==> src/rtl/eth_tx_frame_gen_if.sv <==
// AXI-Stream style TX beat bus between the frame generator and the MAC.
// master drives tdata/tkeep/tuser/tlast/tvalid; slave drives tready.
interface eth_tx_frame_gen_if;
   logic [63:0] tdata;
   logic [7:0]  tkeep;
   logic [31:0] tuser;
   logic        tlast;
   logic        tvalid;
   logic        tready;

   modport master (
      output tdata, tkeep, tuser, tlast, tvalid,
      input  tready
   );

   modport slave (
      input  tdata, tkeep, tuser, tlast, tvalid,
      output tready
   );
endinterface

==> src/rtl/eth_tx_frame_gen.sv <==
// Ethernet TX frame generator: header + incrementing payload, 8 bytes/beat.
// Ports: i_xgmii_clk/i_xgmii_rst, i_start + frame fields in, m_axis beats
// out, o_busy (SEND/GAP), o_done (one-cycle pulse after the last beat).
module eth_tx_frame_gen #(
   parameter int P_IFG_CYCLES  = 2,
   parameter int P_MIN_PAYLOAD = 46,
   parameter int P_MAX_PAYLOAD = 1500
) (
   input  logic                      i_xgmii_clk,
   input  logic                      i_xgmii_rst,
   input  logic                      i_start,
   input  logic [47:0]               i_dst_mac,
   input  logic [47:0]               i_src_mac,
   input  logic [15:0]               i_eth_type,
   input  logic [15:0]               i_payload_len,
   input  logic [7:0]                i_seed,
   eth_tx_frame_gen_if.master        m_axis,
   output logic                      o_busy,
   output logic                      o_done
);

   typedef enum logic [1:0] {
      S_IDLE,
      S_SEND,
      S_GAP
   } state_t;

   state_t        r_state;
   logic [111:0]  r_hdr;
   logic [7:0]    r_seed;
   logic [15:0]   r_len;
   logic [7:0]    r_beat;
   logic [7:0]    r_last_beat;
   logic [15:0]   r_gap;

   logic [15:0]   w_pay;
   logic [15:0]   w_n;
   logic [15:0]   w_nbeats;
   logic [7:0]    w_last_beat;
   logic [71:0]   w_acc;
   logic [71:0]   w_nxt;

   // Build beat number 'beat' of a frame of n bytes: {tkeep, tdata}.
   // Lanes past the frame end stay zero with keep cleared.
   function automatic logic [71:0] f_beat(
      input logic [7:0]   beat,
      input logic [111:0] hdr,
      input logic [7:0]   seed,
      input logic [15:0]  n
   );
      logic [63:0] d;
      logic [7:0]  k8;
      logic [15:0] p;
      d  = '0;
      k8 = '0;
      for (int k = 0; k < 8; k++) begin
         p = {5'd0, beat, 3'd0} + 16'(k);
         if (p < n) begin
            k8[k] = 1'b1;
            if (p < 16'd14)
               d[8*k +: 8] = hdr[8*(13 - int'(p)) +: 8];
            else
               d[8*k +: 8] = seed + p[7:0] - 8'd14;
         end
      end
      return {k8, d};
   endfunction

   always_comb begin
      w_pay = i_payload_len;
      if (i_payload_len < 16'(P_MIN_PAYLOAD))
         w_pay = 16'(P_MIN_PAYLOAD);
      else if (i_payload_len > 16'(P_MAX_PAYLOAD))
         w_pay = 16'(P_MAX_PAYLOAD);
   end

   assign w_n         = w_pay + 16'd14;
   assign w_nbeats    = (w_n + 16'd7) >> 3;
   assign w_last_beat = 8'(w_nbeats - 16'd1);

   // Beat 0 is built straight from the inputs so it is ready in t+1.
   assign w_acc = f_beat(8'd0, {i_dst_mac, i_src_mac, i_eth_type},
                         i_seed, w_n);
   assign w_nxt = f_beat(r_beat + 8'd1, r_hdr, r_seed, r_len);

   always_ff @(posedge i_xgmii_clk) begin
      if (i_xgmii_rst) begin
         r_state       <= S_IDLE;
         r_hdr         <= '0;
         r_seed        <= '0;
         r_len         <= '0;
         r_beat        <= '0;
         r_last_beat   <= '0;
         r_gap         <= '0;
         m_axis.tdata  <= '0;
         m_axis.tkeep  <= '0;
         m_axis.tuser  <= '0;
         m_axis.tlast  <= 1'b0;
         m_axis.tvalid <= 1'b0;
         o_busy        <= 1'b0;
         o_done        <= 1'b0;
      end else begin
         o_done <= 1'b0;
         unique case (r_state)
            S_IDLE: begin
               if (i_start) begin
                  r_state       <= S_SEND;
                  r_hdr         <= {i_dst_mac, i_src_mac, i_eth_type};
                  r_seed        <= i_seed;
                  r_len         <= w_n;
                  r_beat        <= 8'd0;
                  r_last_beat   <= w_last_beat;
                  m_axis.tdata  <= w_acc[63:0];
                  m_axis.tkeep  <= w_acc[71:64];
                  m_axis.tuser  <= {16'd0, w_n};
                  m_axis.tlast  <= (w_last_beat == 8'd0);
                  m_axis.tvalid <= 1'b1;
                  o_busy        <= 1'b1;
               end
            end
            S_SEND: begin
               if (m_axis.tvalid && m_axis.tready) begin
                  if (m_axis.tlast) begin
                     m_axis.tdata  <= '0;
                     m_axis.tkeep  <= '0;
                     m_axis.tuser  <= '0;
                     m_axis.tlast  <= 1'b0;
                     m_axis.tvalid <= 1'b0;
                     o_done        <= 1'b1;
                     if (P_IFG_CYCLES == 0) begin
                        r_state <= S_IDLE;
                        o_busy  <= 1'b0;
                     end else begin
                        r_state <= S_GAP;
                        r_gap   <= 16'(P_IFG_CYCLES - 1);
                     end
                  end else begin
                     r_beat       <= r_beat + 8'd1;
                     m_axis.tdata <= w_nxt[63:0];
                     m_axis.tkeep <= w_nxt[71:64];
                     m_axis.tlast <= (r_beat + 8'd1 == r_last_beat);
                  end
               end
            end
            S_GAP: begin
               // The o_done cycle is the first of the gap cycles.
               if (r_gap == 16'd0) begin
                  r_state <= S_IDLE;
                  o_busy  <= 1'b0;
               end else begin
                  r_gap <= r_gap - 16'd1;
               end
            end
            default: r_state <= S_IDLE;
         endcase
      end
   end

endmodule

==> src/flat_wrapper.sv <==
// flat-port wrapper written by rule: the top's interface ports become plain ports
module eth_tx_frame_gen_flat 
#(
   parameter int P_IFG_CYCLES  = 2,
   parameter int P_MIN_PAYLOAD = 46,
   parameter int P_MAX_PAYLOAD = 1500
)
  (i_xgmii_clk, i_xgmii_rst, i_start, i_dst_mac, i_src_mac, i_eth_type, i_payload_len, i_seed, o_busy, o_done, m_axis_tdata, m_axis_tkeep, m_axis_tuser, m_axis_tlast, m_axis_tvalid, m_axis_tready);
  eth_tx_frame_gen_if m_axis_i ();
  input  logic i_xgmii_clk;
  input  logic i_xgmii_rst;
  input  logic i_start;
  input  logic [47:0] i_dst_mac;
  input  logic [47:0] i_src_mac;
  input  logic [15:0] i_eth_type;
  input  logic [15:0] i_payload_len;
  input  logic [7:0] i_seed;
  output logic o_busy;
  output logic o_done;
  output wire logic [$bits(m_axis_i.tdata)-1:0] m_axis_tdata;
  output wire logic [$bits(m_axis_i.tkeep)-1:0] m_axis_tkeep;
  output wire logic [$bits(m_axis_i.tuser)-1:0] m_axis_tuser;
  output wire logic [$bits(m_axis_i.tlast)-1:0] m_axis_tlast;
  output wire logic [$bits(m_axis_i.tvalid)-1:0] m_axis_tvalid;
  input wire logic [$bits(m_axis_i.tready)-1:0] m_axis_tready;
  assign m_axis_tdata = m_axis_i.tdata;
  assign m_axis_tkeep = m_axis_i.tkeep;
  assign m_axis_tuser = m_axis_i.tuser;
  assign m_axis_tlast = m_axis_i.tlast;
  assign m_axis_tvalid = m_axis_i.tvalid;
  assign m_axis_i.tready = m_axis_tready;
  eth_tx_frame_gen #(.P_IFG_CYCLES(P_IFG_CYCLES), .P_MIN_PAYLOAD(P_MIN_PAYLOAD), .P_MAX_PAYLOAD(P_MAX_PAYLOAD)) u_core (.i_xgmii_clk(i_xgmii_clk), .i_xgmii_rst(i_xgmii_rst), .i_start(i_start), .i_dst_mac(i_dst_mac), .i_src_mac(i_src_mac), .i_eth_type(i_eth_type), .i_payload_len(i_payload_len), .i_seed(i_seed), .m_axis(m_axis_i), .o_busy(o_busy), .o_done(o_done));
endmodule
==> config.mk <==
export PLATFORM = sky130hd
export DESIGN_NAME = eth_tx_frame_gen_flat
export DESIGN_NICKNAME = d
export VERILOG_FILES = /design/src/rtl/eth_tx_frame_gen_if.sv /design/src/rtl/eth_tx_frame_gen.sv /design/src/flat_wrapper.sv
export SDC_FILE = /design/constraint.sdc
export NUM_CORES = 1
export LEC_CHECK = 0
export ABC_CLOCK_PERIOD_IN_PS = 5200
export BUFFER_PORTS_ARGS = -buffer_cell sky130_fd_sc_hd__buf_2
export CAP_MARGIN = 5
export CORE_ASPECT_RATIO = 1.1
export CORE_MARGIN = 2
export CORE_UTILIZATION = 56
export CTS_CLUSTER_SIZE = 10
export DETAILED_ROUTE_END_ITERATION = 6
export PLACE_DENSITY = 0.79
export RECOVER_POWER = 100
export SKIP_CTS_REPAIR_TIMING = 1
export SYNTH_ARGS = -nofsm -noshare
export SYNTH_HDL_FRONTEND = slang
export SYNTH_SLANG_ARGS = --single-unit
==> constraint.sdc <==
create_clock -name i_xgmii_clk -period 5.2 [get_ports i_xgmii_clk]
set_clock_uncertainty 0.15 [all_clocks]
set_input_delay 0.78 -clock i_xgmii_clk [delete_from_list [all_inputs] [get_ports i_xgmii_clk]]
set_output_delay 0.78 -clock i_xgmii_clk [all_outputs]
set_load 0.05 [all_outputs]
== Word level (Yosys, flattened, before mapping) ==
Index checks and enable logic that the tools add are counted.
W data, S select, Z words.
Cells by class
  add/sub/neg operators: 36
  order comparisons: 26
  eq/ne operators: 9
  shift operators: 8
  muxes and demuxes: 78
  bitwise gates (word level): 2
  reductions and logical operators: 15
Operators by type and width (number)
  $shiftx A112 B32 Y8: 8
  $mux W8: 30
  $mux W64: 3
  $pmux W64 S2: 1
  $sub A4 B16 Y17 const A: 7
  $lt A16 B16 Y1: 7
  $lt A16 B4 Y1 const B: 7
  $mux W32: 3
  $mux W16: 5
  $add A8 B8 Y8: 8
  $lt A3 B16 Y1 const A: 4
  $pmux W32 S2: 1
  $sub A8 B4 Y8 const B: 8
  $add A11 B3 Y12 const B: 4
  $lt A1 B16 Y1 const A: 2
  $lt A2 B16 Y1 const A: 2
  $pmux W16 S2: 1
  $pmux W8 S2: 2
  $add A11 B2 Y12 const B: 2
  $mux W1: 24
  $add A16 B4 Y16 const B: 1
  $gt A16 B11 Y1 const B: 1
  $logic_not A16 Y1: 1
  $lt A11 B16 Y1: 1
  25 further kinds: 41
Word-level totals
  bits in registers: 278
  output and inout bits: 108

== Longest topological paths before layout ==
Gate-level depths: netlist (run 1).
  word-level depth: 9
  mapped depth: 21

== Worst setup path before layout (run 1) ==
No wires, ideal clock.
  path type: input to register
  from: input i_payload_len[5]
  to: register u_core.m_axis.tlast
  arrival time: 4270 ps
  slack: 705 ps
  stages on the path: 18
  cells stage by stage: buf_6 or4b_4 nor4_4 o21a_2 a21oi_1 ha_1 clkbuf_8 and2_2 nor2_1 nor2_1 nor2_1 inv_1 ha_1 nand4_1 a21oi_2 o21a_1 or4_4 a22oi_2
Between the ends
  word-level cells in the longest chain between the ends: 9
RTL lines
  start, declared: RTL line flat_wrapper.sv:16  | input logic [15:0] i_payload_len;
  $gt A16 B11 Y1: RTL line eth_tx_frame_gen.sv:73  | else if (i_payload_len > 16'(P_MAX_PAYLOAD))
  $mux W16: RTL line eth_tx_frame_gen.sv:73
  $mux W16 (*): RTL line eth_tx_frame_gen.sv:71  | if (i_payload_len < 16'(P_MIN_PAYLOAD))
  $add A16 B4 Y16 (*): RTL line eth_tx_frame_gen.sv:77  | assign w_n = w_pay + 16'd14;
  via u_core.w_n[1]: RTL line eth_tx_frame_gen.sv:37  | logic [15:0] w_n;
  $add A11 B3 Y11 (*): RTL line eth_tx_frame_gen.sv:78  | assign w_nbeats = (w_n + 16'd7) >> 3;
  $sub A8 B1 Y8 (*): RTL line eth_tx_frame_gen.sv:79  | assign w_last_beat = 8'(w_nbeats - 16'd1);
  via u_core.w_last_beat[0]: RTL line eth_tx_frame_gen.sv:39  | logic [7:0] w_last_beat;
  $logic_not A8 Y1 (*): RTL line eth_tx_frame_gen.sv:116  | m_axis.tlast <= (w_last_beat == 8'd0);
  $mux W1 (*): RTL line eth_tx_frame_gen.sv:106  | if (i_start) begin
  $pmux W1 S2 (*): RTL line eth_tx_frame_gen.sv:104  | unique case (r_state)
  end signal, assigned: RTL line eth_tx_frame_gen.sv:116
  end signal, assigned: RTL line eth_tx_frame_gen.sv:141  | m_axis.tlast <= (r_beat + 8'd1 == r_last_beat);
  end, declared: RTL line eth_tx_frame_gen_if.sv:12  | output tdata, tkeep, tuser, tlast, tvalid,
The timed path passes the listed nets; every way through them passes the cells marked *. The select of a mux whose other input is x is not followed.
A chain may end at the register's enable or synchronous reset.

== Worst setup path in the final report (run 1) ==
  from: register u_core.r_beat[1]
  to: register u_core.m_axis.tdata[55]
Between the ends
  word-level cells in the longest chain between the ends: 9
RTL lines
  start, declared: RTL line eth_tx_frame_gen.sv:32  | logic [7:0] r_beat;
  start signal, assigned: RTL line eth_tx_frame_gen.sv:138  | r_beat <= r_beat + 8'd1;
  $add A8 B1 Y8 (*): RTL line eth_tx_frame_gen.sv:84  | assign w_nxt = f_beat(r_beat + 8'd1, r_hdr, r_seed, r_len);
  $add A11 B3 Y12 (*): RTL line eth_tx_frame_gen.sv:57  | p = {5'd0, beat, 3'd0} + 16'(k);
  $sub A4 B16 Y17 or $add A8 B8 Y8 (tied branches): RTL line eth_tx_frame_gen.sv:61, eth_tx_frame_gen.sv:63
  $shiftx A112 B32 Y8 or $sub A8 B4 Y8 (tied branches): RTL line eth_tx_frame_gen.sv:61, eth_tx_frame_gen.sv:63
  $mux W8: RTL line eth_tx_frame_gen.sv:60  | if (p < 16'd14)
  $mux W8 (*): RTL line eth_tx_frame_gen.sv:58  | if (p < n) begin
  $mux W64 (*): RTL line eth_tx_frame_gen.sv:123  | if (m_axis.tlast) begin
  $mux W64 (*): RTL line eth_tx_frame_gen.sv:122  | if (m_axis.tvalid && m_axis.tready) begin
  $pmux W64 S2 (*): RTL line eth_tx_frame_gen.sv:104
  end signal, assigned: RTL line eth_tx_frame_gen.sv:113  | m_axis.tdata <= w_acc[63:0];
  end signal, assigned: RTL line eth_tx_frame_gen.sv:139  | m_axis.tdata <= w_nxt[63:0];
  end, declared: RTL line eth_tx_frame_gen_if.sv:12
Every way passes the cells marked *; elsewhere a longest branch is shown, timed or not. The select of a mux whose other input is x is not followed.

==> results by group, run 1 <==
Floorplan
  – Cell row count: 59
  – Starting Density: 56.80%
  – Core area: 23550 µm²
  – Die Span X: 151.4 µm
  – Num ports: 248
  – Die area: 25140 µm²
  – Die H: 166.1 µm

Routing
  – Initial DRT Pass Iterations: 5
  – Drt initial violations: 1047
  – Drc violations: 0
  – Top layer in use: met4
  – Via count: 13020
  – Routed met3 length: 3.669 mm
  – Wirelength, routed: 40.35 mm
  – Met2 wire length: 18.18 mm
  – M1 wire length: 17.27 mm
  – Routed Antenna Nets: 0
  – Via-per-instance ratio: 5.979
  – Wirelength per Cell: 18.53 µm

Cells and area
  – Layout cells sized above 1: 12.83%
  – Final Non-Filler Cells: 2177
  – P&R area growth vs syn: 13.58%
  – Fin nets: 2047

GRT
  – Initial antenna violation count: 2
  – Vias in the first global route: 11830
  – Grt ovf: 0
  – Gr usage total: 30.56%
  – First-pass GRT wire length: 62.63 mm
  – Largest net degree at the start of global routing: 107

STA
  – Final Hold Vio Count: 0
  – Final max-slew violation count: 80
  – RSZ-0062 raised after global routing: false
  – Hold Slack: 0.2998 ns
  – Final Setup Violations: 0
  – Worst-Margin Slew: 3.479 ns
  – Setup TNS: 0 ns
  – Period utilization: 90.07%
  – Fmax: 213.5 MHz
  – Slew headroom: -131.9%
  – Post-layout min period: 4.684 ns

Run status
  – Outcome: finished, violations left
  – Failing checks: capacitance limit, slew limit

Power and ir drop
  – Maximum vdd drop: 0.2855 mV
  – PwrDens: 329.2 nW/µm²
  – Total power: 5.001 mW
  – P_leak: 5.924 nW

Synth
  – Share of flip-flops with an asynchronous set or reset: 0%
  – Most common cell in the netlist: nand2_1
  – Ys flop type: dfxtp_1
  – Syn Area/Cell: 7.868 µm²
  – Post-synth top cells: nand2_1, dfxtp_1, a21oi_1, nor2_1, clkbuf_1
  – Area leader, netlist: dfxtp_1
  – Synth top area cells: dfxtp_1, nand2_1, a21oi_1
  – Post-synth EDFFs: 0
  – Post-synth top area share: 39.21%
  – Post-Syn Area: 13380 µm²
  – Synth warnings: 0
  – Sequential area share after synthesis: 39.21%
  – Synth Register Bits: 262
  – Synth cell types: 80
  – Syn Inst Count: 1700

Setup path
  – Reg-to-Reg Start: u_core.r_beat[1]$_SDFFE_PP0P_
  – WS Path Type: flip-flop to flip-flop
  – R2R depth: 11
  – Arrival @ worst endpoint: 4.81 ns
  – R2r setup slk: 0.52 ns
  – Slowest stage delay, CP: 0.79 ns
  – Crit. End Element: flip-flop
  – CP max stage cell: clkbuf_1
  – CP Cell Sequence: ha_1, nand3_1, xnor2_1, nor4b_1, nand4_1, clkbuf_1, nor2_1, clkbuf_1, o21ai_0, a221oi_1, nor3_1
  – WP data required: 5.32 ns
  – Capturing point of the worst reg2reg path: u_core.m_axis.tdata[55]$_SDFFE_PP0P_
  – Worst Setup Start Kind: flip-flop
  – CP max FO: 26
  – CP most frequent cell: clkbuf_1

Worst hold path
  – Hold Path Class: input port to flip-flop
  – Hold path depth: 3
  – Hold endpoint: u_core.r_hdr[10]$_SDFFE_PP0P_
  – Hold path startpoint: i_eth_type[10]

Placement
  – Detailed-placement wirelength estimate: 27.37 mm
  – PortBufs: 231
  – Gpl congestion: 0.8995
  – Placed Cells: 2140

Clock tree
  – CTS max path bufs: 3
  – TritonCTS buffer count: 30
  – CTS Sinks: 262
  – Clock slew at reported path FFs: 0.06 ns
  – H-tree levels: 1
  – CTS tree: yes
  – Clk_lat worst skew: 0.57 ns
  – Root Driver: clkbuf_16

Run
  – Max_cap viols: 1
[worst max-delay path by stage]
| stage | start | end | slack (ns) | depth (start not counted) |
|---|---|---|---|---|
| final | u_core.r_beat[1]$_SDFFE_PP0P_ | u_core.m_axis.tdata[55]$_SDFFE_PP0P_ | 0.52 | 11 |
| after global routing | i_payload_len[5] | u_core.r_last_beat[5]$_SDFFE_PP0P_ | 0.26 | 15 |
| after CTS | i_payload_len[5] | u_core.m_axis.tlast$_SDFFE_PP0P_ | 0.89 | 15 |
| after detailed placement | i_payload_len[5] | u_core.m_axis.tlast$_SDFFE_PP0P_ | 0.34 | 15 |
| after global placement | i_payload_len[5] | u_core.m_axis.tlast$_SDFFE_PP0P_ | 0.36 | 15 |
| after floorplan | i_payload_len[5] | u_core.m_axis.tlast$_SDFFE_PP0P_ | 0.70 | 18 |
[flip-flops by register name, summed over array words and instances, names as in the netlist, 16 cells and up]
register,flops
u_core.r_len,16
u_core.r_gap,16
u_core.r_hdr,112
u_core.m_axis.tuser,16
u_core.m_axis.tdata,64
[final cells by class]
class / count / area [µm²]
clock inverters: 2 / 23.77
inverters: 47 / 176.4
clock buffers: 33 / 762.0
flip-flops and latches: 262 / 5246
repair buffers: 255 / 1197
fillers: 2112 / 8357
diodes: 2 / 5.005
multi-input cells: 1271 / 7400
well taps: 305 / 381.6
[power by group]
part / total, mW / internal [mW] / switching, mW
sequential: 2.20 / 2.13 / 0.0747
combinational: 0.994 / 0.283 / 0.711
clock: 1.80 / 1.02 / 0.786
[cell families (layout without fill, tap and decap cells)]
| kind of cell | Yosys count | count (layout) | synth area share, % |
|---|---|---|---|
| adder cells (fa/ha/maj) | 40 | 40 | 4.022 |
| multiplexers | 49 | 49 | 3.901 |
| flip-flops | 262 | 262 | 39.21 |
| buffers and inverters | 182 | 337 | 5.921 |
| XOR/XNOR | 71 | 71 | 4.705 |
| AND/OR/NAND/NOR | 672 | 672 | 22.47 |
| AO/OA/AOI/OAI | 423 | 423 | 19.74 |
| other | 1 | 18 | 0.02804 |
[critical path: cells and delay by family, from the launching register on]
family          cells  cell delay, ns
simple gates        5            1.40
buf+inv             2            1.24
compound gates      2            0.69
flops               1            0.38
fa+ha+maj           1            0.29
xor+xnor            1            0.27
[layout by cell type, fill, tap and decap left out, types with 24 or more instances in the layout]
cell / synthesis / routed
a21oi_1: 207 / 207
a221oi_1: 51 / 51
buf_2: 0 / 137
clkbuf_1: 101 / 102
clkbuf_16: 0 / 30
dfxtp_1: 262 / 261
ha_1: 35 / 35
inv_1: 47 / 47
mux2_2: 25 / 25
mux2i_1: 24 / 24
nand2_1: 321 / 320
nand3_1: 42 / 42
nor2_1: 141 / 140
nor3_1: 71 / 71
o21ai_0: 58 / 58
xnor2_1: 45 / 46
xor2_1: 25 / 25
[stage by stage]
stage / util [%] / area, µm² / worst slack (ns)
after global placement: 61.85 / 14570 / 0.3560
after global routing: 64.51 / 15190 / 0.2627
after floorplan: - / 13430 / 0.7047
final: 64.51 / 15190 / 0.5164
after CTS: 65.19 / 15350 / 0.8887
after detailed placement: 61.85 / 14570 / 0.3429
[metal layers]
layer	up-vias	track usage, %
li1	6226	-
met1	6068	43.71
met2	644	46.90
met3	79	4.780
met4	0	10.36
met5	-	0
No activity file was read; power rests on OpenSTA's default activity.
==> run 2, diff against run 1 <==
- ABC_AREA: unset -> 1
- CORE_UTILIZATION: 56 -> 57
- PLACE_DENSITY: 0.79 -> 0.8
- SETUP_SLACK_MARGIN: unset -> 0.4
==> run 2 against run 1 <==
  * The run ends with DRC, capacitance limit, slew limit left
  * Power is 23% higher
  * Register-to-register slack better by 0.02 ns
  * Design area is 3.6% higher
  * Global-route usage is 0.46 points lower
  * Utilization is 1.5 points higher
  * Combinational power is 93% higher
  * Worst hold slack worse by 0.011 ns
  * Largest cell class unchanged
==> results by group, run 2 <==
Setup path
  – WS Path Type: flip-flop to flip-flop
  – Worst Setup Start Kind: flip-flop
  – Crit. End Element: flip-flop
  – CP max FO: 16 (-38%)
  – WP data required: 5.48 ns (+0.16 ns)
  – Arrival @ worst endpoint: 4.95 ns (+0.14 ns)

GRT
  – First-pass GRT wire length: 64.76 mm (+3.4%)
  – Grt ovf: 0 (unchanged)
  – Initial antenna violation count: 0 (-2)
  – Vias in the first global route: 13000 (+10%)
  – Gr usage total: 30.10% (-0.46 points)
  – Largest net degree at the start of global routing: 110 (+2.8%)

Placement
  – Detailed-placement wirelength estimate: 28.19 mm (+3.0%)
  – Gpl congestion: 0.9934 (+10%)
  – DP Worst Slack: 0.8567 ns (+0.5137 ns)
  – PortBufs: 231 (unchanged)
  – DP Area: 15080 µm² (+3.5%)
  – Placed Cells: 2418 (+13%)

Clock tree
  – Root Driver: clkbuf_16
  – CTS tree: yes
  – Clock slew at reported path FFs: 0.06 ns (about the same)
  – Clk_lat worst skew: 0.55 ns (-0.02 ns)
  – H-tree levels: 1 (unchanged)
  – CTS Sinks: 262 (unchanged)
  – TritonCTS buffer count: 30 (unchanged)
  – CTS max path bufs: 3 (unchanged)

Routing
  – Drt initial violations: 1067 (+1.9%)
  – Via count: 14000 (+7.5%)
  – Wirelength per Cell: 16.53 µm (-11%)
  – Drc violations: 1 (+1)
  – Initial DRT Pass Iterations: 7 (+2)
  – Via-per-instance ratio: 5.702 (-4.6%)
  – Routed Antenna Nets: 0 (unchanged)
  – Wirelength, routed: 40.58 mm (+0.57%)

Power and ir drop
  – Total power: 6.155 mW (+23%)
  – Clock power share: 30.2% (-5.9 points)
  – Comb pwr share: 31.2% (+11 points)
  – Maximum vdd drop: 0.2966 mV (+3.9%)
  – Net Switching: 2.324 mW (+48%)
  – P_int: 3.831 mW (+12%)
  – Reg power frac: 38.6% (-5.4 points)
  – PwrDens: 390.9 nW/µm² (+19%)
  – P_leak: 7.509 nW (+27%)
  – Sw Ratio: 37.75% (+6.3 points)

Floorplan
  – Core area: 23840 µm² (+1.3%)
  – Die area: 25670 µm² (+2.1%)
  – Die Span X: 153.0 µm (+1.1%)
  – Die H: 167.8 µm (+1.1%)
  – Starting Density: 58.34% (+1.5 points)
  – Num ports: 248 (unchanged)
  – Cell row count: 59 (unchanged)

Cells and area
  – Leading cell type in the layout, fill and taps excluded: inv_1
  – P&R area growth vs syn: 13.19%
  – Largest reg by FF count: u_core.r_hdr
  – Fin nets: 2325 (+14%)
  – Final Non-Filler Cells: 2455 (+13%)
  – Leading registers by flop count: u_core.r_hdr: 112 flops, u_core.m_axis.tdata: 64 flops
  – # fillers: 2165 (+2.5%)
  – Diodes inserted: 0 (-2)
  – Commonest non-fill, non-tap cells in the layout: inv_1, o21ai_0, dfxtp_1
  – Layout cells sized above 1: 11.44% (-1.4 points)
  – Largest register FFs: 112 (unchanged)
  – Post-route cell area: 15750 µm² (+3.6%)

STA
  – Final Setup Violations: 0 (unchanged)
  – Setup TNS: 0 ns (unchanged)
  – Fmax: 214.2 MHz (+0.34%)
  – Slew headroom: -38.57% (+93 points)
  – Final max-slew violation count: 191 (+140%)
  – Period utilization: 89.76% (-0.31 points)
  – Final Hold Vio Count: 0 (unchanged)
  – RSZ-0062 raised after global routing: false
  – Post-layout min period: 4.668 ns (-0.01607 ns)
  – Worst-Margin Slew: 2.076 ns (-1.403 ns)
  – Final WS setup: 0.5324 ns (+0.01607 ns)

Run status
  – Outcome: finished, violations left
  – Failing checks: DRC, capacitance limit, slew limit

Synth
  – Post-synth top area share: 37.70% (-1.5 points)
  – Synth Register Bits: 262 (unchanged)
  – Syn Inst Count: 1981 (+17%)
  – Synth top area cells: dfxtp_1, o21ai_0, inv_1
  – Area leader, netlist: dfxtp_1
  – Synth warnings: 0 (unchanged)
  – Most common cell in the netlist: inv_1
  – Syn Area/Cell: 7.022 µm² (-11%)
  – Share of flip-flops with an asynchronous set or reset: 0% (unchanged)
  – Sequential area share after synthesis: 37.70% (-1.5 points)
  – Post-Syn Area: 13910 µm² (+4.0%)
  – Post-synth top cells: inv_1, o21ai_0, dfxtp_1, nand2_1, a21oi_1
  – Synth cell types: 53 (-34%)
  – Ys flop type: dfxtp_1
  – Post-synth EDFFs: 0 (unchanged)

Worst hold path
  – Hold Path Class: flip-flop to flip-flop

Run
  – Max_cap viols: 3 (+2)
[run 2: cell count changes in the layout (fill, tap and decap cells not counted), moves of 31 or more]
cell | previous run | this run
inv_1 | 47 | 307
a221oi_1 | 51 | 1
o211ai_1 | 8 | 43
o221ai_1 | 2 | 52
nor2_1 | 140 | 171
nor3_1 | 71 | 12
o21ai_0 | 58 | 268
xnor2_1 | 46 | 12
nand2_1 | 320 | 253
[run 2: cells by family after synthesis]
group	count (synthesis)	share of synthesized area [%]
compound gates	634	25.83
xor+xnor	42	2.644
fa+ha+maj	40	3.868
buf+inv	452	12.91
flops	262	37.70
other cells	1	0.02696
simple gates	550	17.02
[run 2: cell type report]
class,instances,area (µm²),share of cell area [%]
multi-input cells,1282,6919,43.94
flip-flops and latches,262,5246,33.32
inverters,321,1211,7.692
repair buffers,248,1169,7.422
clock buffers,37,818.3,5.197
well taps,305,381.6,2.424
[run 2: power groups by stage]
stage               combinational (mW)  clock, mW  sequential (mW)
global placement                  1.89          0             2.40
detailed placement                1.91          0             2.41
finish                            1.92       1.86             2.38
CTS                               1.92       1.87             2.37
floorplan                         1.08          0             2.70
global route                      2.09       1.95             2.39
[run 2: stage by stage]
| step | utilization [%] | hold slack, ns |
|---|---|---|
| 2_1_floorplan | - | 0.2687 |
| 3_3_place_gp | 63.24 | 0.2740 |
| 3_5_place_dp | 63.24 | 0.2778 |
| 4_1_cts | 66.67 | 0.2875 |
| 5_1_grt | 66.03 | 0.3021 |
| 6_report | 66.03 | 0.2884 |
[run 2: final timing paths]
kind,startpoint,to,slack [ns],cells after the start
setup reg to reg,u_core.r_beat[0]$_SDFFE_PP0P_,u_core.m_axis.tdata[38]$_SDFFE_PP0P_,0.53,19
hold / removal,u_core.r_len[15]$_SDFFE_PP0P_,u_core.r_len[15]$_SDFFE_PP0P_,0.29,2
hold reg to reg,u_core.r_len[15]$_SDFFE_PP0P_,u_core.r_len[15]$_SDFFE_PP0P_,0.29,2
setup / recovery,u_core.r_beat[0]$_SDFFE_PP0P_,u_core.m_axis.tdata[38]$_SDFFE_PP0P_,0.53,19
[run 2: critical path, cell delays in order, from the launching register on]
cell	delay, ns
dfxtp_1	0.36
buf_4	0.26
ha_1	0.24
nand4_1	0.15
nor2_1	0.16
xor2_1	0.29
inv_1	0.11
ha_1	0.31
nand2_1	0.07
nor4_2	0.63
a21oi_1	0.14
nand3_1	0.10
buf_4	0.23
inv_1	0.15
o21ai_0	0.39
inv_1	0.31
o211ai_1	0.19
nand2_1	0.08
o221ai_1	0.16
inv_1	0.05
[run 2: per-layer routing]
metal  share of wire [%]  vias up  global-route usage [%]
met2                  48      608                   51.47
met3                 7.7      135                   4.762
met1                  40     6452                   38.42
met5                   0        -                       0
met4                 3.9        0                   11.43
li1                    -     6804                       -
==> run 3, diff against run 2 <==
- ABC_CLOCK_PERIOD_IN_PS: 5200 -> 4450
- clock period: 5.2 -> 4.45 ns (I/O delays scaled with it)
==> run 3 against run 2 <==
  * The run now ends clean
  * Count of clock-buffer cells in the layout shrank 5
  * Maximum frequency grew 18%
  * Largest cell class unchanged
  * Flip-flop and latch count is the same
  * Worst setup slack lost 0.046 ns
  * Non-clock buffer count grew 5
  * Combinational power grew 18%
  * Utilization is essentially flat
  * Sequential share of layout area is essentially flat
  * Routed wire length grew 0.22%
  * Worst hold slack lost 0.080 ns
==> results by group, run 3 (synthesis results as in run 2) <==
Power and ir drop
  – Net Switching: 2.721 mW (+17%)
  – Reg power frac: 38.8% (+0.2 points)
  – Maximum vdd drop: 0.3461 mV (+17%)
  – PwrDens: 453.2 nW/µm² (+16%)
  – P_leak: 7.505 nW (about the same)
  – Comb pwr share: 31.7% (+0.5 points)
  – P_int: 4.414 mW (+15%)
  – Sw Ratio: 38.14% (+0.39 points)
  – Clock power share: 29.4% (-0.8 points)

Run status
  – Outcome: finished, final reports clean

GRT
  – Vias in the first global route: 13140 (+1.1%)
  – First-pass GRT wire length: 65.07 mm (+0.47%)
  – Largest net degree at the start of global routing: 114 (+3.6%)
  – Initial antenna violation count: 0 (unchanged)
  – Grt ovf: 0 (unchanged)
  – Gr usage total: 30.27% (+0.17 points)

STA
  – Slew headroom: 5.420% (+44 points)
  – Final Setup Violations: 0 (unchanged)
  – RSZ-0062 raised after global routing: true
  – Setup TNS: 0 ns (unchanged)
  – Worst-Margin Slew: 1.404 ns (-0.6723 ns)
  – Final max-slew violation count: 0 (-100%)
  – Post-layout min period: 3.963 ns (-0.7043 ns)
  – Fmax: 252.3 MHz (+18%)
  – Final Hold Vio Count: 0 (unchanged)
  – Period utilization: 89.06% (-0.70 points)
  – Final WS setup: 0.4867 ns (-0.04575 ns)

Clock tree
  – CTS tree: yes
  – Root Driver: clkbuf_16
  – Clk_lat worst skew: 0.56 ns (about the same)
  – TritonCTS buffer count: 30 (unchanged)
  – CTS Sinks: 262 (unchanged)
  – CTS max path bufs: 3 (unchanged)
  – Clock slew at reported path FFs: 0.06 ns (about the same)
  – H-tree levels: 1 (unchanged)

Setup path
  – WS Path Type: flip-flop to flip-flop
  – R2R depth: 16 (-3)
  – Worst setup startpoint: u_core.r_beat[1]$_SDFFE_PP0P_
  – Worst Setup Start Kind: flip-flop
  – Slowest stage delay, CP: 0.51 ns (-0.12 ns)
  – WP data required: 4.73 ns (-0.75 ns)
  – CP max FO: 11 (-5)
  – Crit. End Element: flip-flop
  – R2r setup slk: 0.49 ns (-0.05 ns)
  – Worst setup path end: u_core.m_axis.tdata[4]$_SDFFE_PP0P_
  – Arrival @ worst endpoint: 4.24 ns (-0.71 ns)
  – CP Cell Sequence: ha_1, nand4_1, nor2_1, xor2_1, inv_1, ha_1, nand2_1, nor4_2, a21oi_1, nand3_1, buf_4, o21ai_0, o211ai_1, nand2_1, o221ai_1, inv_1
  – Reg-to-Reg Start: u_core.r_beat[1]$_SDFFE_PP0P_
  – CP max stage cell: o21ai_0
  – Capturing point of the worst reg2reg path: u_core.m_axis.tdata[4]$_SDFFE_PP0P_

Cells and area
  – Diodes inserted: 0 (unchanged)
  – P&R area growth vs syn: 13.18% (about the same)
  – Multi-input logic area: 6909 µm² (-0.14%)
  – Largest reg by FF count: u_core.r_hdr
  – Final Non-Filler Cells: 2457 (+0.081%)
  – # fillers: 2154 (-0.51%)
  – Largest register FFs: 112 (unchanged)
  – Commonest non-fill, non-tap cells in the layout: inv_1, o21ai_0, dfxtp_1
  – Layout cells sized above 1: 11.52% (+0.082 points)
  – Leading registers by flop count: u_core.r_hdr: 112 flops, u_core.m_axis.tdata: 64 flops
  – Leading cell type in the layout, fill and taps excluded: inv_1
  – Fin nets: 2330 (+0.22%)
  – Register area: 5245 µm² (about the same)

Routing
  – Initial DRT Pass Iterations: 6 (-1)
  – Routed Antenna Nets: 0 (unchanged)
  – Drt initial violations: 1209 (+13%)
  – Wirelength per Cell: 16.55 µm (+0.14%)
  – Drc violations: 0 (-1)
  – Via-per-instance ratio: 5.730 (+0.49%)
  – Wirelength, routed: 40.67 mm (+0.22%)
  – Via count: 14080 (+0.57%)

Floorplan
  – Die H: 167.8 µm (unchanged)
  – Num ports: 248 (unchanged)
  – Starting Density: 58.34% (unchanged)
  – Die area: 25670 µm² (unchanged)
  – Core area: 23840 µm² (unchanged)
  – Die Span X: 153.0 µm (unchanged)
  – Cell row count: 59 (unchanged)

Worst hold path
  – Hold path startpoint: i_src_mac[1]
  – Hold Path Class: input port to flip-flop

Placement
  – PortBufs: 231 (unchanged)
  – DP Worst Slack: 0.6762 ns (-0.1805 ns)
  – Placed Cells: 2423 (+0.21%)
  – Detailed-placement wirelength estimate: 28.08 mm (-0.37%)
  – Gpl congestion: 0.9507 (-4.3%)

Run
  – Max_cap viols: 0 (-3)
## run 3: changes by cell type in the layout (fill, tap and decap cells not counted), sizes merged
cell,before,now
buf,152,159
inv,318,317
clkbuf,133,126
clkinv,3,6
## run 3: layout make-up
type / instances / share of cell area [%]
Clock buffer: 32 / 4.816
Inverter: 321 / 7.725
Sequential cell: 262 / 33.31
Tap cell: 305 / 2.424
Timing Repair Buffer: 253 / 7.677
Clock inverter: 2 / 0.1589
Multi-Input combinational cell: 1282 / 43.88
## run 3: stage by stage
stage	utilization [%]	hold WS, ns	area [µm²]	total power [mW]
floorplan	-	0.2687	13970	4.425
finish	66.03	0.2088	15740	7.135
global placement	63.45	0.2741	15130	5.031
CTS	66.73	0.1970	15910	7.157
global route	66.03	0.2155	15740	7.465
detailed placement	63.45	0.2761	15130	5.069
## run 3: worst max-delay path: cells and delay by family (launching register included)
kind	cells	cell delay [ns]
AOI/OAI and AO/OA	4	1.14
xor gates and xnor gates	1	0.27
adders and majority gates	2	0.54
buffers and inverters	3	0.38
DFF	1	0.36
and+or+nand+nor	6	1.00
## run 3: worst min-delay path by stage
| stage | slack, ns | cells after the start | endpoint |
|---|---|---|---|
| after detailed placement | 0.28 | 2 | u_core.m_axis.tuser[14]$_SDFFE_PP0P_ |
| after global routing | 0.22 | 3 | u_core.r_hdr[69]$_SDFFE_PP0P_ |
| after global placement | 0.27 | 2 | u_core.m_axis.tuser[11]$_SDFFE_PP0P_ |
| final | 0.21 | 3 | u_core.r_hdr[17]$_SDFFE_PP0P_ |
| after CTS | 0.20 | 3 | u_core.r_hdr[17]$_SDFFE_PP0P_ |
| after floorplan | 0.27 | 2 | u_core.r_len[15]$_SDFFE_PP0P_ |
## run 3: power by group through the flow
stage               sequential, mW  clock [mW]  combinational (mW)
floorplan                     3.16           0                1.26
global placement              2.80           0                2.23
detailed placement            2.81           0                2.26
CTS                           2.76        2.12                2.28
global route                  2.79        2.22                2.46
finish                        2.77        2.10                2.26
## run 3: routing by layer
layer / vias to the layer above / wire length (µm) / track usage [%]
li1: 6815 / - / -
met1: 6508 / 16700 / 38.68
met2: 636 / 19360 / 51.28
met3: 120 / 2936 / 4.196
met4: 0 / 1676 / 13.37
met5: - / 0 / 0
